$ cat src/rtl/mips_multicycle_ctrl.sv
// Multicycle MIPS main control FSM: sequences each instruction through
// fetch/decode/execute/writeback and drives the datapath enables and selects.
module mips_multicycle_ctrl (
  input  logic       clk,
  input  logic       reset,
  input  logic [5:0] opcode,
  input  logic [5:0] funct,
  input  logic       zero,
  output logic       pc_write,
  output logic       i_or_d,
  output logic       mem_write,
  output logic       ir_write,
  output logic       reg_dst,
  output logic       mem_to_reg,
  output logic       reg_write,
  output logic       alu_src_a,
  output logic [1:0] alu_src_b,
  output logic       ext_zero,
  output logic [1:0] pc_src,
  output logic [3:0] alu_control,
  output logic       instr_done,
  output logic       illegal_op,
  output logic [3:0] state
);

  typedef enum logic [3:0] {
    S_FETCH  = 4'd0,  S_DECODE = 4'd1,  S_MEMADR = 4'd2,  S_MEMRD = 4'd3,
    S_MEMWB  = 4'd4,  S_MEMWR  = 4'd5,  S_EXEC   = 4'd6,  S_ALUWB = 4'd7,
    S_BRANCH = 4'd8,  S_IMMEX  = 4'd9,  S_IMMWB  = 4'd10, S_JUMP  = 4'd11
  } state_t;

  localparam logic [3:0] ALU_ADD = 4'b0010, ALU_SUB = 4'b0110, ALU_AND = 4'b0000,
                         ALU_OR  = 4'b0001, ALU_SLT = 4'b0111, ALU_J   = 4'b1111;

  localparam logic [5:0] OP_R = 6'b000000, OP_LW = 6'b100011, OP_SW = 6'b101011,
                         OP_BEQ = 6'b000100, OP_BNE = 6'b000101, OP_ADDI = 6'b001000,
                         OP_ANDI = 6'b001100, OP_J = 6'b000010;

  state_t state_reg, state_next;
  logic   illegal_reg, illegal_next;
  logic   r_valid;
  logic [3:0] r_alu;

  assign state      = state_reg;
  assign illegal_op = illegal_reg;

  always_ff @(posedge clk or posedge reset) begin
    if (reset) begin
      state_reg   <= S_FETCH;
      illegal_reg <= 1'b0;
    end else begin
      state_reg   <= state_next;
      illegal_reg <= illegal_next;
    end
  end

  always_comb begin
    r_valid = 1'b1;
    r_alu   = ALU_ADD;
    case (funct)
      6'b100000: r_alu = ALU_ADD;
      6'b100010: r_alu = ALU_SUB;
      6'b100100: r_alu = ALU_AND;
      6'b100101: r_alu = ALU_OR;
      6'b101010: r_alu = ALU_SLT;
      default:   r_valid = 1'b0;
    endcase
  end

  always_comb begin
    state_next   = S_FETCH;
    illegal_next = illegal_reg;
    pc_write     = 1'b0;
    i_or_d       = 1'b0;
    mem_write    = 1'b0;
    ir_write     = 1'b0;
    reg_dst      = 1'b0;
    mem_to_reg   = 1'b0;
    reg_write    = 1'b0;
    alu_src_a    = 1'b0;
    alu_src_b    = 2'b00;
    ext_zero     = 1'b0;
    pc_src       = 2'b00;
    alu_control  = ALU_ADD;
    instr_done   = 1'b0;
    case (state_reg)
      S_FETCH: begin
        ir_write   = 1'b1;
        alu_src_b  = 2'b01;
        pc_write   = 1'b1;
        state_next = S_DECODE;
      end
      S_DECODE: begin
        alu_src_b = 2'b11;
        case (opcode)
          OP_R:             state_next = S_EXEC;
          OP_LW, OP_SW:     state_next = S_MEMADR;
          OP_BEQ, OP_BNE:   state_next = S_BRANCH;
          OP_ADDI, OP_ANDI: state_next = S_IMMEX;
          OP_J:             state_next = S_JUMP;
          default: begin
            illegal_next = 1'b1;
            instr_done   = 1'b1;
          end
        endcase
      end
      S_MEMADR: begin
        alu_src_a  = 1'b1;
        alu_src_b  = 2'b10;
        state_next = (opcode == OP_LW) ? S_MEMRD : S_MEMWR;
      end
      S_MEMRD: begin
        i_or_d     = 1'b1;
        state_next = S_MEMWB;
      end
      S_MEMWB: begin
        mem_to_reg = 1'b1;
        reg_write  = 1'b1;
        instr_done = 1'b1;
      end
      S_MEMWR: begin
        i_or_d     = 1'b1;
        mem_write  = 1'b1;
        instr_done = 1'b1;
      end
      S_EXEC: begin
        alu_src_a   = 1'b1;
        alu_control = r_alu;
        if (r_valid) begin
          state_next = S_ALUWB;
        end else begin
          illegal_next = 1'b1;
          instr_done   = 1'b1;
        end
      end
      S_ALUWB: begin
        reg_dst    = 1'b1;
        reg_write  = 1'b1;
        instr_done = 1'b1;
      end
      S_BRANCH: begin
        alu_src_a   = 1'b1;
        alu_control = ALU_SUB;
        pc_src      = 2'b01;
        pc_write    = ((opcode == OP_BEQ) & zero) | ((opcode == OP_BNE) & ~zero);
        instr_done  = 1'b1;
      end
      S_IMMEX: begin
        alu_src_a   = 1'b1;
        alu_src_b   = 2'b10;
        ext_zero    = (opcode == OP_ANDI);
        alu_control = (opcode == OP_ANDI) ? ALU_AND : ALU_ADD;
        state_next  = S_IMMWB;
      end
      S_IMMWB: begin
        reg_write  = 1'b1;
        ext_zero   = (opcode == OP_ANDI);
        instr_done = 1'b1;
      end
      S_JUMP: begin
        pc_src      = 2'b10;
        pc_write    = 1'b1;
        alu_control = ALU_J;
        instr_done  = 1'b1;
      end
      default: state_next = S_FETCH;
    endcase
    // Enables are gated combinationally so they drop the moment reset rises.
    if (reset) begin
      pc_write   = 1'b0;
      ir_write   = 1'b0;
      mem_write  = 1'b0;
      reg_write  = 1'b0;
      instr_done = 1'b0;
    end
  end

endmodule

$ cat config.mk
export PLATFORM = sky130hd
export DESIGN_NAME = mips_multicycle_ctrl
export DESIGN_NICKNAME = d
export VERILOG_FILES = /design/src/rtl/mips_multicycle_ctrl.sv
export SDC_FILE = /design/constraint.sdc
export NUM_CORES = 1
export LEC_CHECK = 0
export BUFFER_PORTS_ARGS = -buffer_cell sky130_fd_sc_hd__buf_2
export CAP_MARGIN = 0
export CORE_UTILIZATION = 40
export CTS_BUF_LIST = sky130_fd_sc_hd__clkbuf_4 sky130_fd_sc_hd__clkbuf_8 sky130_fd_sc_hd__clkbuf_16
export DETAILED_ROUTE_END_ITERATION = 8
export PLACE_DENSITY = 0.8
export SLEW_MARGIN = 10
export SYNTH_ARGS = -nofsm -noshare
export SYNTH_HDL_FRONTEND = slang
export SYNTH_SLANG_ARGS = --single-unit
$ cat constraint.sdc
create_clock -name clk -period 2.45 [get_ports clk]
set_input_delay 0.49 -clock clk [delete_from_list [all_inputs] [get_ports clk]]
set_output_delay 0.49 -clock clk [all_outputs]
set_load 0.005 [all_outputs]
==> impl_results.md, run 1 <==
- Die X: between 40 and 50 um
- Net switching power: approximately 260 uW
- Logic gate share of total power: a little under three fifths
- Pwr dens: approximately 670 mW/mm2
- Multi-input gate area: around 480 um2
- Clock transition at the registers of the reported paths: around 0.050 ns
- Post-Synthesis Cell Area: between 600 and 700 um2
- Wire per inst: 13.76 um
- Setup ws final: 0.1489 ns
- Final Skew: between 0.004 and 0.005 ns
- Setup TNS: 0 ns
- Synth warnings: 0
- Synth top area cells: dfrtp_1 19%, nor2_1 7.5%, nand2b_1 4.8%
- Area Growth Syn to Fin: 32.76%
- Outcome: finished clean
- H-tree depth: 1
- Area leader, netlist: dfrtp_1
- Lkg Pwr: 0.0004156 uW
- FMAX: between 0.4 and 0.5 GHz
- CP endpoint kind: output pin
- Minimum clock period: 2.301 ns
- Core ar.: roughly 0.0015 mm2
- Post-Route WL: roughly 2 mm
- Synthesized netlist net count: 108
- Fillers: 146
- Die Area: between 0.0015 and 0.002 mm2
- Top FF cell, synth: dfrtp_1
- Peak VDD IR: 312.5 uV
- TritonCTS Buffers: 3
- Largest register FFs: 4
- Final hold vios: 0
- Internal power: between 300 and 400 uW
- 1st-iter DRT viols: 30
- Type of the worst setup path: reg2out
- MaxCap Viol Count: 0
- GRT Total Usage: 23.89%
- Ratio of cells with drive above 1 in the final layout: roughly 36%
- Worst Tran Pin Value: ~0.44 ns
- Initial Util: a little over two fifths
- Congestion Overflow GR: 0
- Yosys top cell area share: 19.16%
- Post-cts gate resize count: 0
- Commonest non-fill, non-tap cell in the layout: buf_2
- CTS root buffer: clkbuf_4
- Chip height: between 40 and 50 um
- Synthesized area per cell: ~7 um2
- Routed Antenna Nets: 0
- CP arrival: around 1.8 ns
- Flop pwr share: between 20% and 30%
- Cell count after synthesis: 93
- Clock power frac: slightly below 20%
- Drt via density: 5.931
- Drt drc: 0
- Total chip power: around 580 uW
- Largest net degree at the start of global routing: 12
- Register area share after synthesis: between 10% and 20%
- RSZ-0062 raised after global routing: no
- Fin util: 56.90%
- Hold_ws: 0.1978 ns
- Commonest non-fill, non-tap cells in the layout: 37 x buf_2, 13 x nor2_1, 6 x o21ai_0
- Skew-Pair Late Insertion Delay: between 0.2 and 0.3 ns
- Total number of vias: 860
- Worst setup SP type: register
- Port Buffer Count: 37
- Length of the first detailed-routing pass in iterations: 4
- Vias in the first global route: approximately 740
- # diodes: 0
- Slew Viols, Final: 0
- # rows: 14
- Final nets: approximately 150
- Yosys reg bits: 5
- HP Class: in2async
- CTS Sinks: 5
- Slew headroom: between 70% and 80%
- CTS Buffer Depth: 2
- Unique cell type count in the Yosys netlist: 40
- Placer Congestion: between 0.8 and 0.9
- EDFF count, synth: 0
- Reg area: ~130 um2
- Initial antenna violation count: 0
- Hold_buf cts: 0
- First-pass GRT wire length: 3.180 mm
- Post CTS Setup Buffer Count: 0
- Worst Path Max Fanout: 10
- Final Setup Violations: 0
- Io pins: 38
- Hpwl dp: about 1.5 mm
- CP required: between 1.5 and 2 ns
- TritonCTS clock tree: yes
- Place WS: 0.2193 ns
- Switching share of power: 44.73%
- Post-synthesis async set-or-reset flop share: 100.0%
- Period utilisation layout: 93.92%
power groups by stage:
stage	Sequential, uW	Clock [uW]	Combinational (uW)
2_1_floorplan	119	0	212
3_3_place_gp	132	0	318
3_5_place_dp	134	0	326
4_1_cts	132	115	327
5_1_grt	136	124	356
6_report	133	114	330
cell usage after synthesis (2+ instances only):
cell / count
o31ai_1: 2
mux2i_1: 2
nor3b_1: 4
clkbuf_1: 3
inv_1: 4
nor2b_1: 3
o21ai_0: 6
nand2_1: 3
nor2_1: 13
dfrtp_1: 5
buf_2: 2
a21oi_1: 5
nor4_1: 2
nand3_1: 3
nor3_1: 4
o211ai_1: 2
or4_1: 2
nand2b_1: 5
or3_1: 2
final timing paths:
check                           start              to  slack (ns)  cells past startpoint
max                          state[2]  alu_control[0]        0.15                      5
min                             reset        state[0]        0.20                      2
max reg2reg                  state[2]        state[2]        1.06                      3
min reg2reg                illegal_op      illegal_op        0.48                      2
max in group asynchronous       reset        state[3]        2.08                      2
min in group clk           illegal_op      illegal_op        0.48                      2
layout make-up:
| class | instances | share of cell area, % |
|---|---|---|
| clock buffer | 4 | 3.463 |
| sequential | 5 | 14.43 |
| timing repair buffer | 39 | 23.09 |
| tap | 16 | 2.309 |
| inverter | 4 | 1.732 |
| multi-input combinational | 77 | 54.98 |
per-stage QoR:
stage	std cells	area (um2)
global route	145	867.1
global placement	141	837.1
floorplan	93	653.1
finish	145	867.1
detailed placement	141	837.1
CTS	145	867.1
per-layer routing:
metal / GRT usage (%) / vias up / part of all wire [%] / routed length, um
met2: 38.46 / 29 / 50 / 989
met5: 0 / - / 0 / 0
met3: 6.466 / 5 / 4.5 / 89
met4: 14.37 / 0 / 2.7 / 54
li1: - / 416 / - / -
met1: 27.97 / 410 / 43 / 863
worst max-delay path: stages, from the launching register on:
cell and delay, ns:
dfrtp_1 0.51, nand2b_1 0.23, nor4bb_1 0.48, a21oi_1 0.12, o21ai_0 0.08, buf_2 0.13
cells by family (layout without fill, tap and decap cells):
group | count (synthesis) | count (layout) | synth area share (%)
DFF | 5 | 5 | 19.16
and+or+nand+nor | 49 | 49 | 43.10
buffers and inverters | 11 | 47 | 7.853
muxes | 2 | 2 | 3.065
xor gates and xnor gates | 2 | 2 | 2.682
AOI/OAI and AO/OA | 24 | 24 | 24.14
Power figures use the tool's default switching activity.
==> run 2: changes to the inputs <==
--- a/config.mk
+++ b/config.mk
@@ -8,7 +8,7 @@
 export BUFFER_PORTS_ARGS = -buffer_cell sky130_fd_sc_hd__buf_2
 export CAP_MARGIN = 0
 export CORE_UTILIZATION = 40
-export CTS_BUF_LIST = sky130_fd_sc_hd__clkbuf_4 sky130_fd_sc_hd__clkbuf_8 sky130_fd_sc_hd__clkbuf_16
+export CTS_BUF_LIST = sky130_fd_sc_hd__clkbuf_16
 export DETAILED_ROUTE_END_ITERATION = 8
 export PLACE_DENSITY = 0.8
 export SLEW_MARGIN = 10
==> run 2 against run 1 <==
Effect of this change:
- wire length increased by 3.5%
- critical path depth did not move
- first-iteration DRC count rose by 3.3%
- power up 28%
- register-to-register slack got worse by 0.05 ns
- worst setup slack better by 0.012 ns
- worst hold slack better by 0.036 ns
- sequential cell count is the same
- largest power group unchanged
==> impl_results.md, run 2 (synthesis results as in run 1) <==
- CTS root buffer: clkbuf_16 (was clkbuf_4)
- Outcome: finished clean (unchanged)
- Hold_buf cts: 0 (unchanged)
- # diodes: 0 (unchanged)
- Area Growth Syn to Fin: 40.23% (was 32.76%)
- Pwr dens: 807.7 mW/mm2 (was 666.3 mW/mm2)
- TritonCTS clock tree: yes (unchanged)
- Port Buffer Count: 37 (unchanged)
- Clock transition at the registers of the reported paths: 0.04 ns (was 0.05 ns)
- Worst Path Max Fanout: 8 (was 10)
- Placer Congestion: 0.8585 (unchanged)
- Die X: 42.41 um (unchanged)
- MaxCap Viol Count: 0 (unchanged)
- FMAX: 0.4369 GHz (was 0.4346 GHz)
- TritonCTS Buffers: 3 (unchanged)
- Total number of vias: 865 (was 860)
- Minimum clock period: 2.289 ns (was 2.301 ns)
- RSZ-0062 raised after global routing: no (unchanged)
- # rows: 14 (unchanged)
- Hold_ws: 0.2343 ns (was 0.1978 ns)
- Post-Layout Cell Count: 145 (unchanged)
- CTS Sinks: 5 (unchanged)
- Final Setup Violations: 0 (unchanged)
- Congestion Overflow GR: 0 (unchanged)
- Peak VDD IR: 503.6 uV (was 312.5 uV)
- Largest net degree at the start of global routing: 12 (unchanged)
- CP arrival: 1.80 ns (was 1.81 ns)
- Drt via density: 5.966 (was 5.931)
- GRT Total Usage: 23.60% (was 23.89%)
- Reg2reg start: state[3] (was state[2])
- Reg-to-reg setup timing slack: 1.01 ns (was 1.06 ns)
- Initial Util: 42.86% (unchanged)
- Routed Antenna Nets: 0 (unchanged)
- Reg2reg path depth: 3 (unchanged)
- Period utilisation layout: 93.41% (was 93.92%)
- CTS Buffer Depth: 2 (unchanged)
- H-tree depth: 1 (unchanged)
- Worst setup SP type: register (unchanged)
- CP required: 1.96 ns (about the same)
- Commonest non-fill, non-tap cells in the layout: 37 x buf_2, 13 x nor2_1, 6 x o21ai_0 (unchanged)
- Final hold vios: 0 (unchanged)
- Die Area: 0.001799 mm2 (unchanged)
- Skew-Pair Late Insertion Delay: 0.23 ns (was 0.26 ns)
- Flop pwr share: 18.2% (was 23.1%)
- Ratio of cells with drive above 1 in the final layout: 34.88% (was 35.66%)
- 1st-iter DRT viols: 31 (was 30)
- Post CTS Setup Buffer Count: 0 (unchanged)
- R2R Path End: state[0] (was state[2])
- Final Skew: 0.003885 ns (was 0.004013 ns)
- Core ar.: 0.001524 mm2 (unchanged)
- Largest register FFs: 4 (unchanged)
- Wire per inst: 14.24 um (was 13.76 um)
- HP Class: in2async (unchanged)
- Slew headroom: 68.47% (was 70.36%)
- Initial antenna violation count: 0 (unchanged)
- First-pass GRT wire length: 3.325 mm (was 3.180 mm)
- Setup TNS: 0 ns (unchanged)
- Worst Tran Pin Value: 0.4666 ns (was 0.4386 ns)
- Net switching power: 281.4 uW (was 258.4 uW)
- Placed insts: 141 (unchanged)
- Post-Route WL: 2.065 mm (was 1.995 mm)
- Type of the worst setup path: reg2out (unchanged)
- Clock power frac: 36.5% (was 19.8%)
- Logic gate share of total power: 45.3% (was 57.1%)
- Vias in the first global route: 755 (was 743)
- Drt drc: 0 (unchanged)
- Fin util: 60.10% (was 56.90%)
- Post-cts gate resize count: 0 (unchanged)
- Final nets: 145 (unchanged)
- CP endpoint kind: output pin (unchanged)
- Slew Viols, Final: 0 (unchanged)
- Commonest non-fill, non-tap cell in the layout: buf_2 (unchanged)
- Switching share of power: 38.04% (was 44.73%)
- Internal power: 458.3 uW (was 319.3 uW)
- Io pins: 38 (unchanged)
- Fillers: 144 (was 146)
- Hpwl dp: 1.511 mm (unchanged)
- Chip height: 42.41 um (unchanged)
- Length of the first detailed-routing pass in iterations: 4 (unchanged)
- Lkg Pwr: 0.0004395 uW (was 0.0004156 uW)
-- run 2: changes by cell type in the layout (fill, tap and decap cells not counted), sizes merged --
| cell | delta |
|---|---|
| inv | +1 |
| clkbuf | -1 |
-- run 2: worst max-delay path by stage --
stage / end / from / slack (ns)
after detailed placement: instr_done / opcode[0] / 0.22
after floorplan: instr_done / opcode[1] / 0.40
after global routing: alu_control[0] / state[2] / 0.05
after CTS: instr_done / opcode[0] / 0.21
after global placement: instr_done / opcode[0] / 0.24
final: alu_control[0] / state[3] / 0.16
-- run 2: routing by layer --
metal	routed length [um]	GRT usage [%]
met1	852	30.53
met4	10	5.625
met5	0	0
met2	1051	40.62
met3	151	3.879
-- run 2: area by class of cell --
class | instances | area (um2) | area share, %
clock buffer | 3 | 75.07 | 8.197
tap | 16 | 20.02 | 2.186
timing repair buffer | 39 | 200.2 | 21.86
sequential | 5 | 125.1 | 13.66
clock inverter | 1 | 3.754 | 0.4098
multi-input combinational | 77 | 476.7 | 52.05
inverter | 4 | 15.01 | 1.639
-- run 2: critical path, stage by stage (launching register included) --
cell,delay (ns)
dfrtp_1,0.44
nand2b_1,0.29
nor4bb_1,0.50
a21oi_1,0.12
o21ai_0,0.08
buf_2,0.13
-- run 2: per-stage QoR --
stage	setup slack (ns)	total power (uW)	cell area, um2
final	0.1613	739.8	915.9
after global routing	0.05146	777.9	915.9
after CTS	0.2139	733.1	915.9
after detailed placement	0.2193	459.6	837.1
after global placement	0.2373	450.8	837.1
after floorplan	0.3984	331.6	653.1
-- run 2: power groups by stage --
stage	clock [uW]	combinational (uW)	sequential (uW)
finish	270	335	135
global route	282	358	137
CTS	270	330	133
detailed placement	0	326	134
global placement	0	318	132
floorplan	0	212	119
==> run 3: changes to the inputs <==
--- a/config.mk
+++ b/config.mk
@@ -5,12 +5,12 @@
 export SDC_FILE = /design/constraint.sdc
 export NUM_CORES = 1
 export LEC_CHECK = 0
-export BUFFER_PORTS_ARGS = -buffer_cell sky130_fd_sc_hd__buf_2
 export CAP_MARGIN = 0
 export CORE_UTILIZATION = 40
 export CTS_BUF_LIST = sky130_fd_sc_hd__clkbuf_16
 export DETAILED_ROUTE_END_ITERATION = 8
-export PLACE_DENSITY = 0.8
+export DONT_BUFFER_PORTS = 1
+export PLACE_DENSITY = 0.6
 export SLEW_MARGIN = 10
 export SYNTH_ARGS = -nofsm -noshare
 export SYNTH_HDL_FRONTEND = slang
==> constraint.sdc (replaced) <==
create_clock -name clk -period 2.7 [get_ports clk]
set_input_delay 0.54 -clock clk [delete_from_list [all_inputs] [get_ports clk]]
set_output_delay 0.54 -clock clk [all_outputs]
set_load 0.005 [all_outputs]
==> run 3 against run 2 <==
Effect of this change:
- cell count shrank 26%
- non-clock buffer count shrank 37
- power shrank 21%
- register-to-register slack gained 0.28 ns
- largest cell class unchanged
- clock power shrank 12%
- cell area shrank 20%
- core utilization shrank 12 points
==> impl_results.md, run 3 (synthesis results as in run 1) <==
- CP arrival: 1.69 ns (was 1.80 ns)
- TritonCTS clock tree: yes (unchanged)
- # rows: 14 (unchanged)
- Fillers: 168 (was 144)
- Pwr dens: 801.5 mW/mm2 (was 807.7 mW/mm2)
- Worst Path Max Fanout: 10 (was 8)
- GRT Total Usage: 19.77% (was 23.60%)
- Die X: 42.41 um (unchanged)
- Area Growth Syn to Fin: 11.88% (was 40.23%)
- Skew-Pair Late Insertion Delay: 0.23 ns (about the same)
- FMAX: between 0.4 and 0.5 GHz
- CTS Buffer Depth: 2 (unchanged)
- Post-Layout Cell Count: 108 (was 145)
- Flop pwr share: 21.1% (was 18.2%)
- H-tree depth: 1 (unchanged)
- Final Skew: 0.001574 ns (was 0.003885 ns)
- First-pass GRT wire length: 2.760 mm (was 3.325 mm)
- Logic gate share of total power: 38.4% (was 45.3%)
- Clock transition at the registers of the reported paths: 0.03 ns (was 0.04 ns)
- Peak VDD IR: 710.4 uV (was 503.6 uV)
- Ratio of cells with drive above 1 in the final layout: 8.696% (was 34.88%)
- Switching share of power: 36.65% (was 38.04%)
- Placed insts: 104 (was 141)
- Lkg Pwr: 0.0002716 uW (was 0.0004395 uW)
- CTS Sinks: 5 (unchanged)
- Wire per inst: 16.36 um (was 14.24 um)
- Outcome: finished clean (unchanged)
- Slew headroom: 72.24% (was 68.47%)
- Hold_buf cts: 0 (unchanged)
- Type of the worst setup path: reg2out (unchanged)
- Hold_ws: 0.09472 ns (was 0.2343 ns)
- RSZ-0062 raised after global routing: no (unchanged)
- Chip height: 42.41 um (unchanged)
- Congestion Overflow GR: 0 (unchanged)
- Worst setup SP type: register (unchanged)
- Net switching power: 214.7 uW (was 281.4 uW)
- 1st-iter DRT viols: 25 (was 31)
- Minimum clock period: roughly 2.2 ns
- Metal-1 WL: 803 um (was 852 um)
- WL met2: 805 um (was 1.051 mm)
- Length of the first detailed-routing pass in iterations: 4 (unchanged)
- Initial antenna violation count: 0 (unchanged)
- Post-DP Area: 651.9 um2 (was 837.1 um2)
- CP endpoint kind: output pin (unchanged)
- # diodes: 0 (unchanged)
- Io pins: 38 (unchanged)
- Commonest non-fill, non-tap cells in the layout: 13 x nor2_1, 6 x o21ai_0 (was 37 x buf_2, 13 x nor2_1, 6 x o21ai_0)
- Critical path, cell by cell: nand2b_1, nor3b_1, a31oi_1, nor2_1 (was nand2b_1, nor4bb_1, a21oi_1, o21ai_0, buf_2)
- CP required: 2.16 ns (was 1.96 ns)
- Internal power: 371.0 uW (was 458.3 uW)
- Port Buffer Count: 0 (was 37)
- Largest register FFs: 4 (unchanged)
- Period utilisation layout: ~83%
- Slowest Stage Delay on Critical Path: 0.48 ns (was 0.50 ns)
- Reg2reg start: state[0] (was state[3])
- Core ar.: 0.001524 mm2 (unchanged)
- Post-cts gate resize count: 0 (unchanged)
- Worst Tran Pin Value: 0.4108 ns (was 0.4666 ns)
- Total number of vias: 684 (was 865)
- Max Used Layer: met3 (was met4)
- Final nets: 108 (was 145)
- MaxCap Viol Count: 0 (unchanged)
- Placer Congestion: 0.8129 (was 0.8585)
- Commonest non-fill, non-tap cell in the layout: nor2_1 (was buf_2)
- Die Area: 0.001799 mm2 (unchanged)
- Slew Viols, Final: 0 (unchanged)
- Post CTS Setup Buffer Count: 0 (unchanged)
- Critical Path Source: state[2] (was state[3])
- Final Setup Violations: 0 (unchanged)
- TritonCTS Buffers: 3 (unchanged)
- Hpwl dp: 1.377 mm (was 1.511 mm)
- Final instance area: 730.7 um2 (was 915.9 um2)
- Post-Route WL: 1.767 mm (was 2.065 mm)
- Final hold vios: 0 (unchanged)
- Initial Util: 42.86% (unchanged)
- Setup TNS: 0 ns (unchanged)
- DR WL met3: 158 um (was 151 um)
- Drt via density: 6.333 (was 5.966)
- Clock power frac: 40.5% (was 36.5%)
- Drt drc: 0 (unchanged)
- Worst path bufs/invs: 0 (was 1)
- HP Class: in2async (unchanged)
- Routed Antenna Nets: 0 (unchanged)
- Largest delay share family, worst path: simple AND/OR/NAND/NOR gates (unchanged)
- CTS root buffer: clkbuf_16 (unchanged)
- CP max-delay cell: dfrtp_1 (was nor4bb_1)
- Vias in the first global route: 614 (was 755)
- Largest net degree at the start of global routing: 12 (unchanged)
-- run 3: cell count changes in the layout (fill, tap and decap cells not counted), sizes merged --
cell  delta
buf     -37
-- run 3: worst paths after layout --
check	cells past startpoint	end	slack, ns
worst min-delay path	1	state[3]	0.09
max in group asynchronous	1	illegal_op	2.44
worst min register to register	2	illegal_op	0.52
min in group clk	2	illegal_op	0.52
worst max register to register	5	state[1]	1.29
worst max-delay path	4	pc_write	0.47
-- run 3: stage by stage --
| stage | setup WS [ns] | power [uW] | utilization (%) |
|---|---|---|---|
| floorplan | 0.5484 | 300.9 | - |
| global placement | 0.6307 | 344.7 | 42.78 |
| detailed placement | 0.6337 | 349.2 | 42.78 |
| CTS | 0.4765 | 587.9 | 47.95 |
| global route | 0.3248 | 625.2 | 47.95 |
| finish | 0.4718 | 585.7 | 47.95 |
-- run 3: per-layer routing --
metal,up-vias,track usage (%)
li1,342,-
met1,314,25.72
met2,28,31.69
met3,0,8.190
met4,0,1.875
met5,-,0
-- run 3: cell type report --
cell class	count	area, um2	share of cell area [%]
inverter	4	15.01	2.055
multi-input combinational	77	476.7	65.24
sequential	5	125.1	17.12
clock inverter	1	3.754	0.5137
timing repair buffer	2	15.01	2.055
clock buffer	3	75.07	10.27
tap	16	20.02	2.740
-- run 3: power by group through the flow --
stage	clock (uW)	combinational, uW	sequential [uW]
floorplan	0	193	108
global placement	0	222	123
detailed placement	0	225	124
CTS	239	226	123
global route	248	251	127
finish	237	225	123
